File: src/rtl/snn_pkg.sv
// Shared types and default widths for the SNN processing-element slice.
package snn_pkg;

   typedef enum logic [2:0] {
      IDLE,
      SCAN,
      FIRE,
      CAPTURE,
      RESULT
   } pe_step_state_t;

   localparam int SNN_ADDR_W = 4;
   localparam int SNN_OUT_W  = 8;

endpackage

File: src/rtl/pe_step_ctrl_if.sv
// Router/PE/result bundle for pe_step_ctrl.
interface pe_step_ctrl_if
   import snn_pkg::*;
#(
   parameter int N_IN   = 16,
   parameter int ADDR_W = SNN_ADDR_W,
   parameter int OUT_W  = SNN_OUT_W
);

   logic              in_valid;
   logic              in_ready;
   logic [N_IN-1:0]   in_spikes;
   logic [ADDR_W-1:0] pe_addr;
   logic              accum_en;
   logic              spike_done;
   logic [OUT_W-1:0]  pe_out;
   logic              res_valid;
   logic              res_ready;
   logic [OUT_W-1:0]  res_data;
   logic [7:0]        res_step;
   logic [ADDR_W:0]   res_nspk;

   modport master (
      input  in_valid, in_spikes, pe_out, res_ready,
      output in_ready, pe_addr, accum_en, spike_done,
      output res_valid, res_data, res_step, res_nspk
   );

   modport slave (
      output in_valid, in_spikes, pe_out, res_ready,
      input  in_ready, pe_addr, accum_en, spike_done,
      input  res_valid, res_data, res_step, res_nspk
   );

endinterface

File: src/rtl/pe_prio_enc.sv
// Lowest-set-bit encoder: index of the first set bit plus an any flag.
module pe_prio_enc
   import snn_pkg::*;
#(
   parameter int N_IN   = 16,
   parameter int ADDR_W = SNN_ADDR_W
) (
   input  logic [N_IN-1:0]   vec,
   output logic [ADDR_W-1:0] idx,
   output logic              any
);

   // Walk downwards so the lowest set bit is the last write.
   always_comb begin
      idx = '0;
      any = 1'b0;
      for (int i = N_IN - 1; i >= 0; i--) begin
         if (vec[i]) begin
            idx = ADDR_W'(i);
            any = 1'b1;
         end
      end
   end

endmodule

File: src/rtl/pe_step_ctrl.sv
// Timestep sequencer for one SNN processing element.
// Define PE_STEP_NSPK_EN to build the per-step accumulate counter.
module pe_step_ctrl
   import snn_pkg::*;
#(
   parameter int N_IN   = 16,
   parameter int ADDR_W = SNN_ADDR_W,
   parameter int OUT_W  = SNN_OUT_W
) (
   input  logic           clock,
   input  logic           reset_n,
   pe_step_ctrl_if.master bus
);

   pe_step_state_t    state;
   logic [N_IN-1:0]   pending;
   logic [ADDR_W-1:0] pe_addr_q;
   logic [ADDR_W-1:0] enc_idx;
   logic              enc_any;
   logic              last_bit;
   logic [OUT_W-1:0]  res_data_q;
   logic [7:0]        res_step_q;

   pe_prio_enc #(
      .N_IN   (N_IN),
      .ADDR_W (ADDR_W)
   ) u_enc (
      .vec (pending),
      .idx (enc_idx),
      .any (enc_any)
   );

   // At most one bit left means this SCAN cycle issues the last input.
   assign last_bit = (pending & (pending - N_IN'(1))) == '0;

   always_ff @(posedge clock) begin
      if (!reset_n) begin
         state      <= IDLE;
         pending    <= '0;
         pe_addr_q  <= '0;
         res_data_q <= '0;
         res_step_q <= '0;
      end else begin
         unique case (state)
            IDLE: begin
               if (bus.in_valid) begin
                  pending <= bus.in_spikes;
                  state   <= (bus.in_spikes == '0) ? FIRE : SCAN;
               end
            end
            SCAN: begin
               pending   <= pending & ~(N_IN'(1) << enc_idx);
               pe_addr_q <= enc_idx;
               if (last_bit) state <= FIRE;
            end
            FIRE: state <= CAPTURE;
            CAPTURE: begin
               res_data_q <= bus.pe_out;
               state      <= RESULT;
            end
            RESULT: begin
               if (bus.res_ready) begin
                  res_step_q <= res_step_q + 8'd1;
                  state      <= IDLE;
               end
            end
            default: state <= IDLE;
         endcase
      end
   end

`ifdef PE_STEP_NSPK_EN
   logic [ADDR_W:0] nspk_q;

   always_ff @(posedge clock) begin
      if (!reset_n) begin
         nspk_q <= '0;
      end else if (state == IDLE && bus.in_valid) begin
         nspk_q <= '0;
      end else if (state == SCAN) begin
         nspk_q <= nspk_q + (ADDR_W + 1)'(1);
      end
   end

   assign bus.res_nspk = nspk_q;
`else
   assign bus.res_nspk = '0;
`endif

   // Outputs decode from state and registers only.
   assign bus.in_ready   = reset_n && (state == IDLE);
   assign bus.accum_en   = (state == SCAN) && enc_any;
   assign bus.pe_addr    = (state == SCAN) ? enc_idx : pe_addr_q;
   assign bus.spike_done = (state == FIRE);
   assign bus.res_valid  = (state == RESULT);
   assign bus.res_data   = res_data_q;
   assign bus.res_step   = res_step_q;

endmodule

File: src/flat_wrapper.sv
// flat-port wrapper written by rule: the top's interface ports become plain ports
module pe_step_ctrl_flat import snn_pkg::*;
#(
   parameter int N_IN   = 16,
   parameter int ADDR_W = SNN_ADDR_W,
   parameter int OUT_W  = SNN_OUT_W
)
  (clock, reset_n, bus_in_valid, bus_in_spikes, bus_pe_out, bus_res_ready, bus_in_ready, bus_pe_addr, bus_accum_en, bus_spike_done, bus_res_valid, bus_res_data, bus_res_step, bus_res_nspk);
  pe_step_ctrl_if #(.N_IN(N_IN), .ADDR_W(ADDR_W), .OUT_W(OUT_W)) bus_i ();
  input  logic clock;
  input  logic reset_n;
  input wire logic [$bits(bus_i.in_valid)-1:0] bus_in_valid;
  input wire logic [$bits(bus_i.in_spikes)-1:0] bus_in_spikes;
  input wire logic [$bits(bus_i.pe_out)-1:0] bus_pe_out;
  input wire logic [$bits(bus_i.res_ready)-1:0] bus_res_ready;
  output wire logic [$bits(bus_i.in_ready)-1:0] bus_in_ready;
  output wire logic [$bits(bus_i.pe_addr)-1:0] bus_pe_addr;
  output wire logic [$bits(bus_i.accum_en)-1:0] bus_accum_en;
  output wire logic [$bits(bus_i.spike_done)-1:0] bus_spike_done;
  output wire logic [$bits(bus_i.res_valid)-1:0] bus_res_valid;
  output wire logic [$bits(bus_i.res_data)-1:0] bus_res_data;
  output wire logic [$bits(bus_i.res_step)-1:0] bus_res_step;
  output wire logic [$bits(bus_i.res_nspk)-1:0] bus_res_nspk;
  assign bus_i.in_valid = bus_in_valid;
  assign bus_i.in_spikes = bus_in_spikes;
  assign bus_i.pe_out = bus_pe_out;
  assign bus_i.res_ready = bus_res_ready;
  assign bus_in_ready = bus_i.in_ready;
  assign bus_pe_addr = bus_i.pe_addr;
  assign bus_accum_en = bus_i.accum_en;
  assign bus_spike_done = bus_i.spike_done;
  assign bus_res_valid = bus_i.res_valid;
  assign bus_res_data = bus_i.res_data;
  assign bus_res_step = bus_i.res_step;
  assign bus_res_nspk = bus_i.res_nspk;
  pe_step_ctrl #(.N_IN(N_IN), .ADDR_W(ADDR_W), .OUT_W(OUT_W)) u_core (.clock(clock), .reset_n(reset_n), .bus(bus_i));
endmodule
File: config.mk
export PLATFORM = sky130hd
export DESIGN_NAME = pe_step_ctrl_flat
export DESIGN_NICKNAME = d
export VERILOG_FILES = /design/src/rtl/snn_pkg.sv /design/src/rtl/pe_step_ctrl_if.sv /design/src/rtl/pe_prio_enc.sv /design/src/rtl/pe_step_ctrl.sv /design/src/flat_wrapper.sv
export SDC_FILE = /design/constraint.sdc
export NUM_CORES = 1
export LEC_CHECK = 0
export CELL_PAD_IN_SITES_DETAIL_PLACEMENT = 2
export CELL_PAD_IN_SITES_GLOBAL_PLACEMENT = 2
export CORE_MARGIN = 2
export CORE_UTILIZATION = 29
export CTS_BUF_LIST = sky130_fd_sc_hd__clkbuf_4
export CTS_CLUSTER_DIAMETER = 30
export DETAILED_ROUTE_END_ITERATION = 10
export MAX_ROUTING_LAYER = met4
export PLACE_DENSITY = 0.8
export SLEW_MARGIN = 10
export SYNTH_ARGS = -nofsm -noshare
export SYNTH_HDL_FRONTEND = slang
export SYNTH_SLANG_ARGS = --single-unit
File: constraint.sdc
create_clock -name clock -period 3.01 [get_ports clock]
set_clock_uncertainty 0.05 [all_clocks]
set_input_delay 0.903 -clock clock [delete_from_list [all_inputs] [get_ports clock]]
set_output_delay 0.903 -clock clock [all_outputs]
set_load 0.05 [all_outputs]
## After elaboration in Yosys (flattened, before gate mapping)

Index checks and enable logic that the tools add are counted.

| storage, ports and cells | value |
|---|---|
| flip-flop bits (word level) | 39 |
| logic and storage cells | 67 |

| operators by class | value |
|---|---|
| add/sub/neg operators | 2 |
| equality and inequality tests | 7 |
| shifts and indexed selects | 1 |
| muxes and demuxes | 40 |
| bitwise gates (word level) | 3 |
| reductions and logical operators | 9 |

Operators with widths:

| operator | number |
|---|---|
| 4-bit 2-to-1 mux | 17 |
| 16-bit bitwise AND | 2 |
| 16-bit logical NOT | 2 |
| 16-bit case mux with 2 select lines | 1 |
| 1-bit 2-to-1 mux | 16 |
| 16-bit 2-to-1 mux | 1 |
| 16-bit NOT | 1 |
| 1-bit by 4-bit left shift with 16-bit output (first input constant) | 1 |
| 16-bit by 1-bit subtractor with 16-bit output (second input constant) | 1 |
| 3-bit case mux with 5 select lines | 1 |
| 3-bit 2-to-1 mux | 3 |
| 8-bit by 1-bit adder with 8-bit output (second input constant) | 1 |
| 3-bit by 2-bit == test with 1-bit output (second input constant) | 2 |
| 2-bit inequality test (second input constant) | 2 |
| 2-bit AND reduction | 2 |
| 3-bit by 1-bit == test with 1-bit output (second input constant) | 1 |
| 3-bit == test (second input constant) | 1 |
| 3-bit logical NOT | 1 |
| 3-bit AND reduction | 1 |
| 1-bit logical AND | 2 |
| 2-bit 2-to-1 mux | 1 |
| 2-bit by 1-bit inequality test with 1-bit output (second input constant) | 1 |
| 2-bit nonzero test | 1 |

## Longest topological paths before layout

Gate-level depths: netlist of run 1.

| depth | value |
|---|---|
| depth after elaboration | 20 |
| mapped depth | 8 |
| gate-level depth less buffers | 6 |

## Hierarchy

Synthesis of run 1 repeated with hierarchy kept, for this count alone.

| unflattened totals | value |
|---|---|
| cell total of the unflattened synthesis | 278 |
| area total of the unflattened synthesis | 2159.6 sq um |

Modules (own cells, without submodules):

| module | instances | cells each | area an instance (sq um) |
|---|---|---|---|
| pe_step_ctrl | 1 | 245 | 1980.6 |
| pe_prio_enc | 1 | 33 | 178.9 |

## Worst setup path before layout of run 1

OpenSTA, ideal clock, no wires.

| timing path | value |
|---|---|
| path kind | flip-flop to output port |
| start | reg u_core.pending[2] |
| end | out bus_pe_addr[2] |
| arrival | 2.225 ns |
| required time | 2.057 ns |
| setup slack | -0.168 ns |
| stages on the path, launching flop included | 5 |
| buffers on the path | 1 |
| cells stage by stage | dfxtp_1 -> buf_6 -> nor4_1 -> o21ai_0 -> o21ai_0 |

| on the way | value |
|---|---|
| cells in the longest elaborated chain, start to end | 4 |

Ends and longest elaborated chain:

| element | RTL line | text |
|---|---|---|
| start, declared | pe_step_ctrl.sv:16 | `logic [N_IN-1:0] pending;` |
| start signal, assigned | pe_step_ctrl.sv:47 | `pending <= bus.in_spikes;` |
| start signal, assigned | pe_step_ctrl.sv:52 | `pending <= pending & ~(N_IN'(1) << enc_idx);` |
| 4-bit 2-to-1 mux (3 in a row) | pe_prio_enc.sv:18 | `if (vec[i]) begin` |
| 4-bit 2-to-1 mux | pe_step_ctrl.sv:93 | `assign bus.pe_addr = (state == SCAN) ? enc_idx : pe_addr_q;` |
| end, declared | flat_wrapper.sv:17 | `output wire logic [$bits(bus_i.pe_addr)-1:0] bus_pe_addr;` |

No other way between the ends.

## Worst setup path after layout of run 1

| timing path | value |
|---|---|
| start | reg u_core.pending[5] |
| end | out bus_pe_addr[3] |

| on the way | value |
|---|---|
| cells in the longest elaborated chain, start to end | 7 |

Ends and longest elaborated chain:

| element | RTL line |
|---|---|
| 4-bit 2-to-1 mux (6 in a row) | pe_prio_enc.sv:18 |
| 4-bit 2-to-1 mux | pe_step_ctrl.sv:93 |

No other way between the ends.

==> results of run 1 <==
## final timing paths
path,endpoint,cells past startpoint,slack (ns)
min,u_core.bus.res_data[2],2,0.43
max,bus_pe_addr[3],6,0.08
min reg2reg,u_core.bus.res_data[2],2,0.43
max reg2reg,u_core.state[0],7,0.78
## kinds of logic after synthesis
logic type	after synthesis	synth area share [%]
xor gates and xnor gates	7	2.71
other	1	0.166
buffers and inverters	28	5.93
muxes	2	0.942
and+or+nand+nor	128	28.6
AOI/OAI and AO/OA	78	26.1
adders and majority gates	2	0.997
DFF	39	34.6
## through the flow
step                TNS, ns  instance area (um2)
finish                    0                 3050
global route        -0.0640                 3050
CTS                 -0.0216                 3010
detailed placement        0                 2930
global placement          0                 2930
floorplan                 0                 2270
## report_power, final
group	internal, uW	leakage (uW)	switching [uW]
logic	385	0.000806	567
registers	565	0.000320	73.4
clock network	85.8	0.0000263	178
total	1040	0.00115	819
## registers in the layout, summed over array words and instances, names as in the netlist
register,count
u_core.pending,16
u_core.bus.res_step,8
u_core.pe_addr_q,4
u_core.bus.res_data,8
u_core.state,3
## cell type report
class	instances	area, um2
flip-flops and latches	39	788
well taps	102	128
fillers	881	4600
clock buffers	5	37.5
inverters	9	33.8
repair buffers	60	631
multi-input cells	222	1420
clock inverters	3	15.0
## synthesized netlist by cell type, types with 3 or more instances
master	count	area, um2
a31oi_1	5	31.3
nor3_1	6	30.0
nand2b_1	3	18.8
xnor2_1	5	43.8
nand2_1	50	188
o21a_1	4	30.0
o31ai_1	3	22.5
a21boi_0	20	150
clkbuf_1	11	41.3
nor2_1	14	52.6
nand3_1	6	30.0
and2_1	17	106
a22oi_1	3	22.5
o21ai_0	14	70.1
a21o_1	3	22.5
nand4_1	3	18.8
a21oi_1	5	25.0
buf_4	5	37.5
inv_1	9	33.8
nor2b_1	4	25.0
and3_1	3	18.8
nor4_1	9	56.3
dfxtp_1	39	781
## routing by layer
| metal | part of all wire, % | GRT usage, % | vias to the layer above |
|---|---|---|---|
| li1 | - | - | 1110 |
| met5 | 0 | - | - |
| met3 | 3.2 | 2.79 | 6 |
| met1 | 43 | 23.6 | 1114 |
| met2 | 53 | 34.5 | 47 |
| met4 | 0.81 | 4.60 | 0 |
## worst max-delay path, delay by kind of cell, from the launching register on
kind / cells / cell delay (ns)
simple gates: 4 / 0.91
compound gates: 1 / 0.17
buf+inv: 1 / 0.15
flops: 1 / 0.41
## what timing repair did
item | 4_1_cts | 5_1_grt
gates resized for setup | 6 | 17
cloned | 0 | 0
endpoints found under the setup margin | 4 | 6
setup buffers | 0 | 0
==> summary.txt, run 1 <==
Outcome
  – Outcome: finished clean

Die
  – Die H: 92.2 um
  – Core area: 0.00765 mm2
  – IO Count: 57
  – Die W: around 92 um
  – Initial Util: about 30%
  – Die area: 0.00851 mm2
  – Row cnt: 32

Route
  – 1st-iter DRT viols: 88
  – Wire length per cell: 17.4 um
  – Antenna-violating nets left: 0
  – Post-DR vias/cell: 5.18
  – Number of remaining DRC errors: 0
  – Drt total wl: 7650 um
  – DRT Pass-1 Iters: 4
  – Via count: 2277

Timing
  – Final setup viols: 0
  – Worst setup margin: 0.0759 ns
  – Final Hold Fails: 0
  – RSZ-0062 raised after global routing: true
  – F_max: about 340 MHz
  – Relative slew margins: between 50% and 60%
  – Max Slew Vio Count: 0
  – Worst hold slack: 0.427 ns
  – Worst-margin pin slew: just under 0.7 ns
  – Final Cycle Share: 97.5%
  – Min Tclk post-route: 2.93 ns

Setup path
  – Cell chain of the critical path: or4_4, nor2_2, nand2_1, nor2_2, a21o_1, buf_12
  – Critical R2R Launch: u_core.pending[2]
  – CP arrival: 1.98 ns
  – Slowest cell on the critical path: or4_4
  – Crit path max fanout: 9
  – Crit path kind: register to primary output
  – CP most frequent cell: nor2_2
  – Max incr delay on CP: 0.57 ns
  – CP Data Required Time: 2.06 ns
  – Crit path from: u_core.pending[5]
  – Type of origin of the critical path: register
  – Setup crit end kind: primary output

Final layout
  – Diode count: 0
  – Most common cell after layout, fill and taps aside: nand2_1
  – Most frequent cells in the layout: nand2_1, clkdlybuf4s50_1, dfxtp_1, a21boi_0, and2_1
  – Synthesis-to-finish area growth: 35.0%
  – Final #Nets: 366
  – Final non-filler cell total: 440
  – Final Util: 39.9%
  – Share of cells above drive strength 1: 15.4%

Yosys
  – Mapped Cells: about 290
  – Flops & latches, synth: 39
  – Netlist cell types: slightly below 60
  – Sequential element share of the synthesized area: roughly a third
  – Cell area after synthesis: 0.00226 mm2
  – Avg Cell Area, Syn: 7.92 um2
  – Synth Flop Type: dfxtp_1
  – Ys async rst share: 0%
  – Syn. warnings: 0
  – Post-synth EDFFs: 0

Clock network
  – Clk root buf: clkbuf_4
  – Post-CTS Hold Buffers: 0
  – CTS tree: built
  – Clock sink count: 39
  – Clock Path Buffers: 2
  – Cts bufs inserted: 5
  – Clk slew on worst S/H paths: approximately 0.13 ns
  – H-tree Lvls: 2
  – Clk_lat worst skew: 0.35 ns

Placement
  – Placed Cells: 432
  – GP Congestion: 0.880
  – Hpwl dp: between 5000 and 6000 um
  – Worst slack at placement: 0.319 ns
  – IO Port Bufs: 51

Worst hold path
  – Min-delay worst type: register to register
  – Hold Path Origin: u_core.bus.res_data[2]

Global route
  – GRT overflow: 0
  – Total Routing Usage GR: 19.6%
  – Largest net degree at the start of global routing: 39
  – Initial antenna violation count: 0
  – First-pass GRT wire length: 12800 um
  – Vias in the first global route: 2503

Power and ir drop
  – Lkg Pwr: 0.00115 uW
  – Max VDD drop: 0.287 mV
  – PwrDens: 608 mW/mm2
  – Power Total: ~1900 uW

Run
  – Max_cap viols: 0
Power figures use the tool's default switching activity.
==> run 2, diff against run 1 <==
--- a/config.mk
+++ b/config.mk
@@ -5,15 +5,16 @@
 export SDC_FILE = /design/constraint.sdc
 export NUM_CORES = 1
 export LEC_CHECK = 0
+export ABC_AREA = 1
 export CELL_PAD_IN_SITES_DETAIL_PLACEMENT = 2
 export CELL_PAD_IN_SITES_GLOBAL_PLACEMENT = 2
 export CORE_MARGIN = 2
-export CORE_UTILIZATION = 29
+export CORE_UTILIZATION = 27
 export CTS_BUF_LIST = sky130_fd_sc_hd__clkbuf_4
 export CTS_CLUSTER_DIAMETER = 30
 export DETAILED_ROUTE_END_ITERATION = 10
 export MAX_ROUTING_LAYER = met4
-export PLACE_DENSITY = 0.8
+export PLACE_DENSITY = 0.79
 export SLEW_MARGIN = 10
 export SYNTH_ARGS = -nofsm -noshare
 export SYNTH_HDL_FRONTEND = slang
==> run 2 against run 1 <==
Clock power rose by 11%. Worst setup slack gained 0.065 ns. Final area fell by 4.6%. Non-clock buffer count down 1. Sequential cell count stayed put. Area after synthesis is 3.2% lower.
==> summary.txt, run 2 <==
Yosys
  – Netlist cell types: 41 (-29%)
  – Top cell type's share of synthesized area: 35.7% (+1.1 points)
  – Ranking of synthesized cells by area: dfxtp_1, nand2_1, nor2_1, inv_1, a21oi_1
  – Synth Area in Adders: 0.572% (-0.43 points)
  – Sequential element share of the synthesized area: 35.7% (+1.1 points)
  – Count leader, synth: nand2_1
  – Avg Cell Area, Syn: 6.92 um2 (-13%)
  – Top cells by count, synth: nand2_1, nor2_1, inv_1, dfxtp_1, a21oi_1
  – Synth area leader: dfxtp_1
  – Post-Synth XOR/XNOR Area: 0% (-2.7 points)
  – Largest family of logic cells by synthesized area: simple AND/OR/NAND/NOR gates
  – Syn. warnings: 0 (unchanged)
  – Post-synthesis mux area share: 0% (-0.94 points)
  – Mapped Cells: 316 (+11%)
  – Compound-Gate Fraction of Synth Area: 20.8% (-5.3 points)
  – Post-Synth Simple-Gate Area: 30.5% (+1.9 points)
  – Post-synth EDFFs: 0 (unchanged)
  – Ys async rst share: 0% (unchanged)
  – Flops & latches, synth: 39 (unchanged)
  – Cell area after synthesis: 0.00219 mm2 (-3.2%)
  – Synth Flop Type: dfxtp_1

Power and ir drop
  – Power Total: 2960 uW (+60%)
  – PwrDens: 1020 mW/mm2 (+67%)
  – Internal: 1400 uW (+35%)
  – Lkg Pwr: 0.00125 uW (+8.4%)
  – Logic pwr share: 62.2% (+11 points)
  – Reg power frac: 27.9% (-6.5 points)
  – Max VDD drop: 0.358 mV (+25%)
  – Clock power frac: 9.9% (-4.3 points)
  – Switch Pwr: 1570 uW (+91%)
  – Sw Share: 52.8% (+8.7 points)

Global route
  – GRT overflow: 0 (unchanged)
  – Met1 usage: 21.6% (-2.0 points)
  – Largest net degree at the start of global routing: 25 (-36%)
  – First-pass GRT wire length: 12100 um (-5.4%)
  – Met2 Track Usage GR: 31.1% (-3.4 points)
  – Most used routing layer: met2
  – Vias in the first global route: 2507 (+0.16%)
  – Total Routing Usage GR: 17.8% (-1.8 points)
  – Met3 Track Usage GR: 3.45% (+0.66 points)
  – Initial antenna violation count: 0 (unchanged)

Clock network
  – Clk_lat worst skew: 0.35 ns (about the same)
  – H-tree Lvls: 2 (unchanged)
  – Clk root buf: clkbuf_4
  – Clock Path Buffers: 2 (unchanged)
  – Cts bufs inserted: 5 (unchanged)
  – Clk slew on worst S/H paths: 0.13 ns (about the same)
  – CTS tree: built
  – Clock sink count: 39 (unchanged)

Route
  – Wire length per cell: 15.4 um (-12%)
  – Antenna-violating nets left: 0 (unchanged)
  – Drt total wl: 7290 um (-4.7%)
  – Via count: 2340 (+2.8%)
  – DRT Pass-1 Iters: 4 (unchanged)
  – Number of remaining DRC errors: 0 (unchanged)
  – Post-DR vias/cell: 4.93 (-4.8%)
  – 1st-iter DRT viols: 92 (+4.5%)

Final layout
  – Final non-filler cell total: 475 (+8.0%)
  – Synthesis-to-finish area growth: 33.0%
  – Filler cells: 952 (+8.1%)
  – Most frequent cells in the layout: nand2_1, clkdlybuf4s50_1, nor2_1, inv_1, dfxtp_1
  – Reg with most FFs: u_core.pending
  – Share of cells above drive strength 1: 14.2% (-1.2 points)
  – Final Cell Area: 0.00291 mm2 (-4.6%)
  – Most common cell after layout, fill and taps aside: nand2_1
  – Diode count: 0 (unchanged)
  – Max FFs per register: 16 (unchanged)
  – Final #Nets: 401 (+9.6%)

Setup path
  – Cell chain of the critical path: nor2_1, inv_1, nor2_2, clkdlybuf4s50_1
  – CP arrival: 1.92 ns (-0.06 ns)
  – Critical R2R Launch: u_core.state[1]
  – Crit path kind: register to primary output
  – CP delay by family, top: buffers and inverters
  – Setup crit end kind: primary output
  – Slowest cell on the critical path: clkdlybuf4s50_1
  – Type of origin of the critical path: register
  – Crit path max fanout: 4 (-5)
  – Crit path from: u_core.state[1]
  – Max incr delay on CP: 0.82 ns (+0.25 ns)
  – CP Data Required Time: 2.06 ns (about the same)
  – Critical path buffers and inverters: 2 (+1)

Die
  – Core area: 0.00781 mm2 (+2.1%)
  – Initial Util: 28.0% (-1.5 points)
  – IO Count: 57 (unchanged)
  – Die H: 94 um (+1.9%)
  – Die W: 94 um (+1.9%)
  – Die area: 0.00884 mm2 (+3.8%)
  – Row cnt: 32 (unchanged)

Placement
  – IO Port Bufs: 51 (unchanged)
  – Post-Place Cell Area: 0.00281 mm2 (-4.1%)
  – Hpwl dp: 5710 um (-3.1%)
  – Placed Cells: 465 (+7.6%)
  – GP Congestion: 0.771 (-12%)

Timing
  – Min Tclk post-route: 2.87 ns (-0.0651 ns)
  – Final setup viols: 0 (unchanged)
  – Final Hold Fails: 0 (unchanged)
  – RSZ-0062 raised after global routing: false
  – Max Slew Vio Count: 0 (unchanged)
  – Final Cycle Share: 95.3% (-2.2 points)
  – Post-route setup TNS: 0 ns (unchanged)
  – F_max: 349 MHz (+2.3%)
  – Worst-margin pin slew: 0.545 ns (-0.139 ns)
  – Relative slew margins: 63.6% (+9.6 points)

Worst hold path
  – Hold Path Origin: u_core.pe_addr_q[2]
  – Min-delay worst type: register to register

Outcome
  – Outcome: finished clean

Run
  – Max_cap viols: 0 (unchanged)
==> run 2: changes by cell type in the layout (fill, tap and decap cells not counted), sizes merged, moves of 5 or more <==
cell and change:
a21oi +21, xnor2 -5, and2 -17, a21boi -21, nand3 +8, inv +36, nor2 +37, o21ai +10
a31oi +5
==> run 2: tightest hold or removal path, delay by kind of cell (launching register included) <==
family | cells | cell delay, ns
simple gates | 1 | 0.07
flops | 1 | 0.32
compound gates | 1 | 0.06
==> run 2: final cells by class <==
cell class | count | area, um2 | area share (%)
Sequential cell | 39 | 787 | 27.1
Clock inverter | 1 | 5.00 | 0.172
Tap cell | 102 | 128 | 4.39
Inverter | 47 | 178 | 6.11
Multi-Input combinational cell | 220 | 1170 | 40.4
Clock buffer | 7 | 52.6 | 1.81
Timing Repair Buffer | 59 | 584 | 20.1
==> run 2: what timing repair did <==
action / in CTS / in global routing
gates resized for setup: 0 / 11
setup endpoints to repair: 0 / 2
hold buffers: 0 / 0
buffers inserted: 0 / 2
==> run 2: logic make-up after synthesis <==
kind of cell	after synthesis
fa+ha+maj	1
other cells	1
flops	39
simple gates	137
compound gates	77
buf+inv	61
==> run 2: power groups by stage <==
stage | registers, uW | logic, uW | clock network [uW]
floorplan | 837 | 1250 | 0
global placement | 816 | 1750 | 0
detailed placement | 823 | 1790 | 0
CTS | 811 | 1800 | 303
global route | 853 | 2060 | 321
finish | 828 | 1840 | 293
==> run 2: through the flow <==
step	util, %	hold WS, ns	setup slack [ns]
floorplan	-	0.401	0.187
global placement	35.9	0.411	0.262
detailed placement	35.9	0.423	0.255
CTS	36.7	0.442	0.106
global route	37.3	0.461	0.00557
finish	37.3	0.436	0.141
==> run 2: final timing paths <==
path | to | slack [ns] | cells past startpoint
max | bus_res_valid | 0.14 | 4
min | u_core.pe_addr_q[2] | 0.44 | 2
max reg2reg | u_core.pending[15] | 1.00 | 9
min reg2reg | u_core.pe_addr_q[2] | 0.44 | 2
==> run 2: routing by layer <==
layer,wire length (um),vias up
li1,-,1151
met1,3310,1145
met2,3720,37
met3,223,7
met4,45,0
met5,0,-
